File: src/rtl/cpu_pkg.sv
// Shared CPU datapath definitions.
// Provides the register-address and machine-word widths, the hard-wired
// zero register index, and the matching typedefs. The datapath top, mux32
// and the register file all use these names.
package cpu_pkg;

    localparam int REG_ADDR_W = 5;
    localparam int XLEN       = 32;

    typedef logic [REG_ADDR_W-1:0] reg_addr_t;
    typedef logic [XLEN-1:0]       word_t;

    localparam reg_addr_t REG_ZERO = 5'd0;

endpackage

File: src/rtl/reg_file_2r1w_if.sv
// Register-file access bundle: two read ports and one write port.
// There is no valid/ready handshake. A read is a purely combinational
// address -> data lookup. A write is a single-cycle request: it is taken on
// the rising clk edge whenever we=1, and it cannot stall.
//   raddr1/raddr2 : read addresses        (master -> slave)
//   rdata1/rdata2 : read data             (slave  -> master)
//   we/waddr/wdata: write request         (master -> slave)
interface reg_file_2r1w_if
    import cpu_pkg::*;
#(
    parameter int DATA_W = XLEN,
    parameter int ADDR_W = REG_ADDR_W
);

    logic [ADDR_W-1:0] raddr1;
    logic [ADDR_W-1:0] raddr2;
    logic [DATA_W-1:0] rdata1;
    logic [DATA_W-1:0] rdata2;
    logic              we;
    logic [ADDR_W-1:0] waddr;
    logic [DATA_W-1:0] wdata;

    modport master (
        output raddr1, raddr2, we, waddr, wdata,
        input  rdata1, rdata2
    );

    modport slave (
        input  raddr1, raddr2, we, waddr, wdata,
        output rdata1, rdata2
    );

endinterface

File: src/rtl/reg_file_2r1w.sv
// 32-entry general-purpose register file: two asynchronous read ports and
// one synchronous write port. Register 0 always reads as zero.
// When BYPASS=1, a write presented in the current cycle is forwarded to any
// read port whose address matches it, before the clock edge.
// Ports:
//   clk   : rising-edge clock
//   rst_n : asynchronous, active-low reset; clears every register
//   rf    : reg_file_2r1w_if.slave (raddr1/2, rdata1/2, we, waddr, wdata)
module reg_file_2r1w
    import cpu_pkg::*;
#(
    parameter int DATA_W = XLEN,
    parameter int ADDR_W = REG_ADDR_W,
    parameter int BYPASS = 1
) (
    input  logic            clk,
    input  logic            rst_n,
    reg_file_2r1w_if.slave  rf
);

    localparam int DEPTH = 2 ** ADDR_W;

    // Entry 0 exists only to keep indexing simple. It is reset to zero and
    // never written, so it folds to a constant.
    logic [DATA_W-1:0] regs_q [DEPTH];
    logic [DATA_W-1:0] regs_d [DEPTH];

    // The write is decoded one entry at a time and uses an equality test
    // against a known 1. If we or waddr is X, every compare evaluates to X,
    // so the if-branch is not taken and no entry is disturbed.
    always_comb begin
        regs_d[0] = '0;
        for (int i = 1; i < DEPTH; i++) begin
            regs_d[i] = regs_q[i];
            if ((rf.we == 1'b1) && (rf.waddr == ADDR_W'(i))) begin
                regs_d[i] = rf.wdata;
            end
        end
    end

    always_ff @(posedge clk or negedge rst_n) begin
        if (!rst_n) begin
            for (int i = 0; i < DEPTH; i++) begin
                regs_q[i] <= '0;
            end
        end else begin
            for (int i = 0; i < DEPTH; i++) begin
                regs_q[i] <= regs_d[i];
            end
        end
    end

    // One read port. Address 0 never bypasses. The rst_n gate keeps a
    // write that is pending during reset from leaking through the bypass.
    function automatic logic [DATA_W-1:0] read_port(
        input logic              rst_ok,
        input logic [ADDR_W-1:0] ra,
        input logic [DATA_W-1:0] stored,
        input logic              wr_en,
        input logic [ADDR_W-1:0] wr_addr,
        input logic [DATA_W-1:0] wr_data
    );
        logic [DATA_W-1:0] value;
        value = '0;
        if (rst_ok && (ra != '0)) begin
            value = stored;
            if ((BYPASS != 0) && (wr_en == 1'b1) && (wr_addr == ra)) begin
                value = wr_data;
            end
        end
        return value;
    endfunction

    always_comb begin
        rf.rdata1 = read_port(rst_n, rf.raddr1, regs_q[rf.raddr1],
                              rf.we, rf.waddr, rf.wdata);
        rf.rdata2 = read_port(rst_n, rf.raddr2, regs_q[rf.raddr2],
                              rf.we, rf.waddr, rf.wdata);
    end

endmodule

File: src/flat_wrapper.sv
// flat-port wrapper written by rule: the top's interface ports become plain ports
module reg_file_2r1w_flat import cpu_pkg::*;
#(
    parameter int DATA_W = XLEN,
    parameter int ADDR_W = REG_ADDR_W,
    parameter int BYPASS = 1
)
  (clk, rst_n, rf_raddr1, rf_raddr2, rf_we, rf_waddr, rf_wdata, rf_rdata1, rf_rdata2);
  reg_file_2r1w_if #(.DATA_W(DATA_W), .ADDR_W(ADDR_W)) rf_i ();
  input  logic clk;
  input  logic rst_n;
  input wire logic [$bits(rf_i.raddr1)-1:0] rf_raddr1;
  input wire logic [$bits(rf_i.raddr2)-1:0] rf_raddr2;
  input wire logic [$bits(rf_i.we)-1:0] rf_we;
  input wire logic [$bits(rf_i.waddr)-1:0] rf_waddr;
  input wire logic [$bits(rf_i.wdata)-1:0] rf_wdata;
  output wire logic [$bits(rf_i.rdata1)-1:0] rf_rdata1;
  output wire logic [$bits(rf_i.rdata2)-1:0] rf_rdata2;
  assign rf_i.raddr1 = rf_raddr1;
  assign rf_i.raddr2 = rf_raddr2;
  assign rf_i.we = rf_we;
  assign rf_i.waddr = rf_waddr;
  assign rf_i.wdata = rf_wdata;
  assign rf_rdata1 = rf_i.rdata1;
  assign rf_rdata2 = rf_i.rdata2;
  reg_file_2r1w #(.DATA_W(DATA_W), .ADDR_W(ADDR_W), .BYPASS(BYPASS)) u_core (.clk(clk), .rst_n(rst_n), .rf(rf_i));
endmodule
File: config.mk
export PLATFORM = sky130hd
export DESIGN_NAME = reg_file_2r1w_flat
export DESIGN_NICKNAME = d
export VERILOG_FILES = /design/src/rtl/cpu_pkg.sv /design/src/rtl/reg_file_2r1w_if.sv /design/src/rtl/reg_file_2r1w.sv /design/src/flat_wrapper.sv
export SDC_FILE = /design/constraint.sdc
export NUM_CORES = 2
export LEC_CHECK = 0
export ABC_AREA = 1
export CORE_UTILIZATION = 40
export DETAILED_ROUTE_END_ITERATION = 12
export SETUP_SLACK_MARGIN = 0.4
export SLEW_MARGIN = 10
export SYNTH_ARGS = -nofsm -noshare
export SYNTH_HDL_FRONTEND = slang
export SYNTH_SLANG_ARGS = --single-unit
File: constraint.sdc
create_clock -name clk -period 1.52 [get_ports clk]
set_clock_uncertainty 0.1 [all_clocks]
set_input_delay 0.152 -clock clk [delete_from_list [all_inputs] [get_ports clk]]
set_output_delay 0.152 -clock clk [all_outputs]
set_load 0.05 [all_outputs]
# Yosys cells after proc, flatten, opt, wreduce, memory -nomap -nowiden
# Cells that the tools add are included.
# word_totals
elab_cells,115
out_inout_bits,64
inputBits,50
ff_bits,992
# classes
n_eq_ne,33
n_reduce_logical,37
n_bitwise,2
n_lt_le_gt_ge,2
n_mux,10
# ops
op,n
$bmux 32 s5,2
$mux 32,8
$eq 5x5->1 const B,16
$eq 5x4->1 const B,8
$logic_and 1x1->1,35
$eq 5x3->1 const B,4
$ge 6x6->1 const B,2
$not 5->6,2
$eq 5x2->1 const B,2
$eq 5x5->1,2
$reduce_bool 5->1,2
$eq 5x1->1 const B,1

# Depth between registers and ports, before layout
# depth
word_depth,6
depth_mapped,14
depth_no_buf,11

# Least setup slack after synthesis
# Ideal clock, no wire load.
# synth_timing
path_kind,in2out
start,input rf_raddr1[0]
end,output rf_rdata1[2]
n_path_buf,4
arrival_time_ns,1.907
path_slack_ns,-0.639
cell_stages,11
required_time_ns,1.268
cell_sequence,buf_4 inv_2 buf_4 buf_6 buf_4 nor2_1 o211ai_1 nand3_1 nand2_1 nand2_1 a21oi_1
# synth_between
elab_chain_len,6
elab_cells_between_ends,10
classes_between,eq/ne: 1; mux: 5; bitwise: 1; reduce/logical: 3
# synth_rtl
element,line,text
"start, declared",flat_wrapper.sv:12,input wire logic [$bits(rf_i.raddr1)-1:0] rf_raddr1;
$not 5->6 (implied by the code),reg_file_2r1w.sv:75,"rf.rdata1 = read_port(rst_n, rf.raddr1, regs_q[rf.raddr1],"
$bmux 32 s5,reg_file_2r1w.sv:75,
$mux 32 (implied by the code) (2 in a row),reg_file_2r1w.sv:75,
$mux 32,reg_file_2r1w.sv:67,if ((BYPASS != 0) && (wr_en == 1'b1) && (wr_addr == ra)) begin
$mux 32 (*),reg_file_2r1w.sv:65,if (rst_ok && (ra != '0)) begin
"end, declared",flat_wrapper.sv:17,output wire logic [$bits(rf_i.rdata1)-1:0] rf_rdata1;
# Every way passes the cells marked *; elsewhere a longest branch is shown, timed or not. The select of a mux whose other input is x is not followed.

# Final worst setup path
# layout_timing
start,register u_core.regs_q[286] (netlist bit)
end,output rf_rdata1[30]
# layout_between
elab_chain_len,5
# layout_rtl
element,line,text
"start, declared",reg_file_2r1w.sv:25,logic [DATA_W-1:0] regs_q [DEPTH];
"start signal, assigned by index",reg_file_2r1w.sv:48,regs_q[i] <= regs_d[i];
$bmux 32 s5,reg_file_2r1w.sv:75,
$mux 32 (implied by the code) (2 in a row),reg_file_2r1w.sv:75,
$mux 32,reg_file_2r1w.sv:67,
$mux 32,reg_file_2r1w.sv:65,
# No other way between the ends. The select of a mux whose other input is x is not followed.

==> flow_metrics.py <==
metrics = {
    "outcome": {
        "violations": "negative hold slack, negative setup slack",
        "outcome": "complete, but fails checks",
    },
    "critical_path": {
        "start_kind": "register",
        "worstSetupEndpointType": "primary output",
        "crit_fanout": 3,
        "arrival_ns": 2.33,
        "required_ns": 1.27,
        "critical_path_class": "reg2out",
    },
    "synth": {
        "yosys.area.top_type": "dfrtp_1",
        "synthDominantCellAreaShare_pct": 44.04,
        "ys_warn_count": 0,
        "synth.distinct_cells": 29,
        "synth_top_cells_by_count": "nand2_1 (2699), o21ai_0 (1152), dfrtp_1 (992)",
        "post-synth-top-count-cell": "nand2_1",
        "yosys_register_bits": 992,
        "synth_nets": 8193,
        "synth_top_family_by_area": "simple AND/OR/NAND/NOR gates",
        "yosys.area_share.simple_pct": 30.13,
        "synth_fa_ha_area_share_pct": 0,
        "synth_area_leaders": "dfrtp_1 (44%), nand2_1 (18%), o21ai_0 (10%), nand3_1 (7.9%), inv_1 (3.9%)",
        "yosysSeqAreaShare_pct": 44.04,
        "synth-edff-count": 0,
        "synth_area_um2": 56370,
        "synthFlopType": "dfrtp_1",
        "synthMuxAreaShare_pct": 0,
        "postSynthCellCount": 8143,
        "async_reset_ff_share_pct": 100.0,
        "synth_compound_area_share_pct": 16.60,
        "avgSynthCellArea_um2": 6.922,
        "synthXorXnorAreaFrac_pct": 0.03108,
    },
    "global_routing": {
        "grt_usage_pct": 34.41,
        "antenna_found_initial": 3,
        "grt_max_degree": 131,
        "grt_pass1_vias": 58003,
        "grt-ovfl-total": 0,
        "grt_pass1_wl_mm": 369.3,
    },
    "routing": {
        "routed_wl_mm": 248.6,
        "wire_per_inst_um": 22.97,
        "vias_per_cell": 5.703,
        "first_pass_iters": 7,
        "via_count": 61713,
        "drc": 0,
        "detail-route-antenna-nets": 0,
        "drt_iter0_markers": 8019,
    },
    "floorplanning": {
        "fp.dieW_um": 377.4,
        "die-area_um2": 142400,
        "floorplan.initialDensity_pct": 40.35,
        "rows": 137,
        "ios": 114,
        "die_h_um": 377.4,
        "core_area_um2": 139700,
    },
    "finish": {
        "design_area_um2": 77340,
        "area_growth_pct": 37.20,
        "biggestRegsByFlops": "u_core.regs_q: 992 flops",
        "nets": 8903,
        "largest_register_ffs": 992,
        "fillerInstances": 12860,
        "regMostFlops": "u_core.regs_q",
        "drive_gt1_share_pct": 24.81,
    },
    "flow_run": {
        "cap_viol_max_count": 0,
    },
    "placement": {
        "dp_hpwl_mm": 162.8,
        "placed_cell_area_um2": 70170,
        "gp_congestion": 0.9456,
        "post-place-ws_ns": -1.071,
        "io_buffers": 113,
    },
    "timing": {
        "max_clock_freq_ghz": 0.3878,
        "worst_hold_slack_ns": -0.1346,
        "finalWorstSetupSlack_ns": -1.059,
        "timing.final.crit_period_ns": 2.579,
        "finalHoldViolCount": 210,
        "setup_violations": 80,
        "tightestPinTransition_ns": 0.7783,
        "fin_crit_sh_pct": 169.6,
        "slew_headroom_pct": 48.11,
        "rsz0062_at_grt": "true",
        "maxSlewViolCount": 0,
    },
    "pwr": {
        "power.density_nw_per_um2": 1135,
        "irDropWorstVdd_v": 0.0009729,
        "leakage_nw": 36.93,
    },
    "clocking": {
        "clk_pin_slew_ns": 0.06,
        "cts_made_buffers": 111,
        "clk_path_buf_depth": 3,
        "cts_tree": "yes",
        "cts_max_level": 3,
        "clock_sinks": 992,
        "cts_root_buf": "clkbuf_16",
        "clock_latency_ns": 0.73,
    },
    "hold_path": {
        "hold_class": "in2async",
    },
}
metal layers:
metal  track usage, %  part of all wire (%)
met1            47.09                    41
met4            16.90                   5.4
met3            7.639                    12
met2            51.16                    42
met5                0                 0.011
worst paths after layout:
path,startpoint,to,slack (ns),depth (start not counted)
worst max register to register,u_core.regs_q[417],u_core.regs_q[417],0.51,4
worst max-delay path,u_core.regs_q[286],rf_rdata1[30],-1.06,9
worst min-delay path,rst_n,u_core.regs_q[853],-0.13,4
min in group clk,rf_waddr[3],u_core.regs_q[446],0.02,7
worst min register to register,u_core.regs_q[81],u_core.regs_q[81],0.39,2
max in group asynchronous,rst_n,u_core.regs_q[141],-0.01,5
critical path: stages, from the launching register on:
cell and delay (ns):
dfrtp_1 0.38, inv_1 0.05, nand2_1 0.07, nand3_2 0.10, a21oi_2 0.15, nor2_1 0.06
nand2_2 0.06, nand3_2 0.09, a21oi_4 0.40, buf_12 0.20
layout by cell type, fill, tap and decap left out, types with 39 or more instances in the layout:
cell and n:
nand2_1 2554, o21ai_0 1027, dfrtp_1 992, buf_4 871
nand3_1 618, inv_1 494, nor2_1 348, buf_12 328
o211ai_1 266, nand3_2 246, a21oi_1 166, o21ai_1 131
clkbuf_16 112, inv_2 84, nand2_2 84, nand2_4 63
or2_4 60, a21oi_4 53, nor2_2 46, a21oi_2 39
buf_6 39
cells by family after synthesis:
logic type             Yosys count
AND/OR/NAND/NOR               4133
buffers and inverters         1290
AO/OA/AOI/OAI                 1726
flip-flops                     992
XOR/XNOR                         2
area by class of cell:
| cell class | count | area, um^2 | area share (%) |
|---|---|---|---|
| multi-input cells | 5861 | 29870 | 38.62 |
| flip-flops and latches | 992 | 24820 | 32.10 |
| repair buffers | 1290 | 14130 | 18.28 |
| clock buffers | 163 | 3284 | 4.247 |
| well taps | 1876 | 2347 | 3.035 |
| inverters | 597 | 2330 | 3.012 |
| clock inverters | 41 | 546.8 | 0.7070 |
| diodes | 2 | 5.005 | 0.006471 |
where the power goes:
group | switching [mW] | internal, mW
registers | 3.16 | 31.3
clock network | 12.0 | 16.8
logic | 13.4 | 11.1
total | 28.5 | 59.2
through the flow:
step | setup TNS, ns | hold slack, ns | power (mW) | util, % | std cells
after global routing | -72.39 | -0.1090 | 91.94 | 55.36 | 10820
after CTS | -55.78 | 0.08589 | 86.57 | 54.46 | 10759
after detailed placement | -610.99 | 0.01806 | 56.79 | 50.23 | 10513
after global placement | -586.19 | 0.01979 | 56.16 | 50.23 | 10513
final | -55.49 | -0.1346 | 87.75 | 55.36 | 10822
after floorplan | -9.571 | -0.2436 | 46.32 | - | 8143
timing repair:
action                                   CTS  global route
endpoints found under the setup margin  1053          1468
pin swaps                                328           258
hold endpoints to repair                 937             9
cloned                                     2             0
buffers inserted                          39            60
gates resized for setup                  469           285
hold buffers                               1             1
No activity file was read; power rests on OpenSTA's default activity.
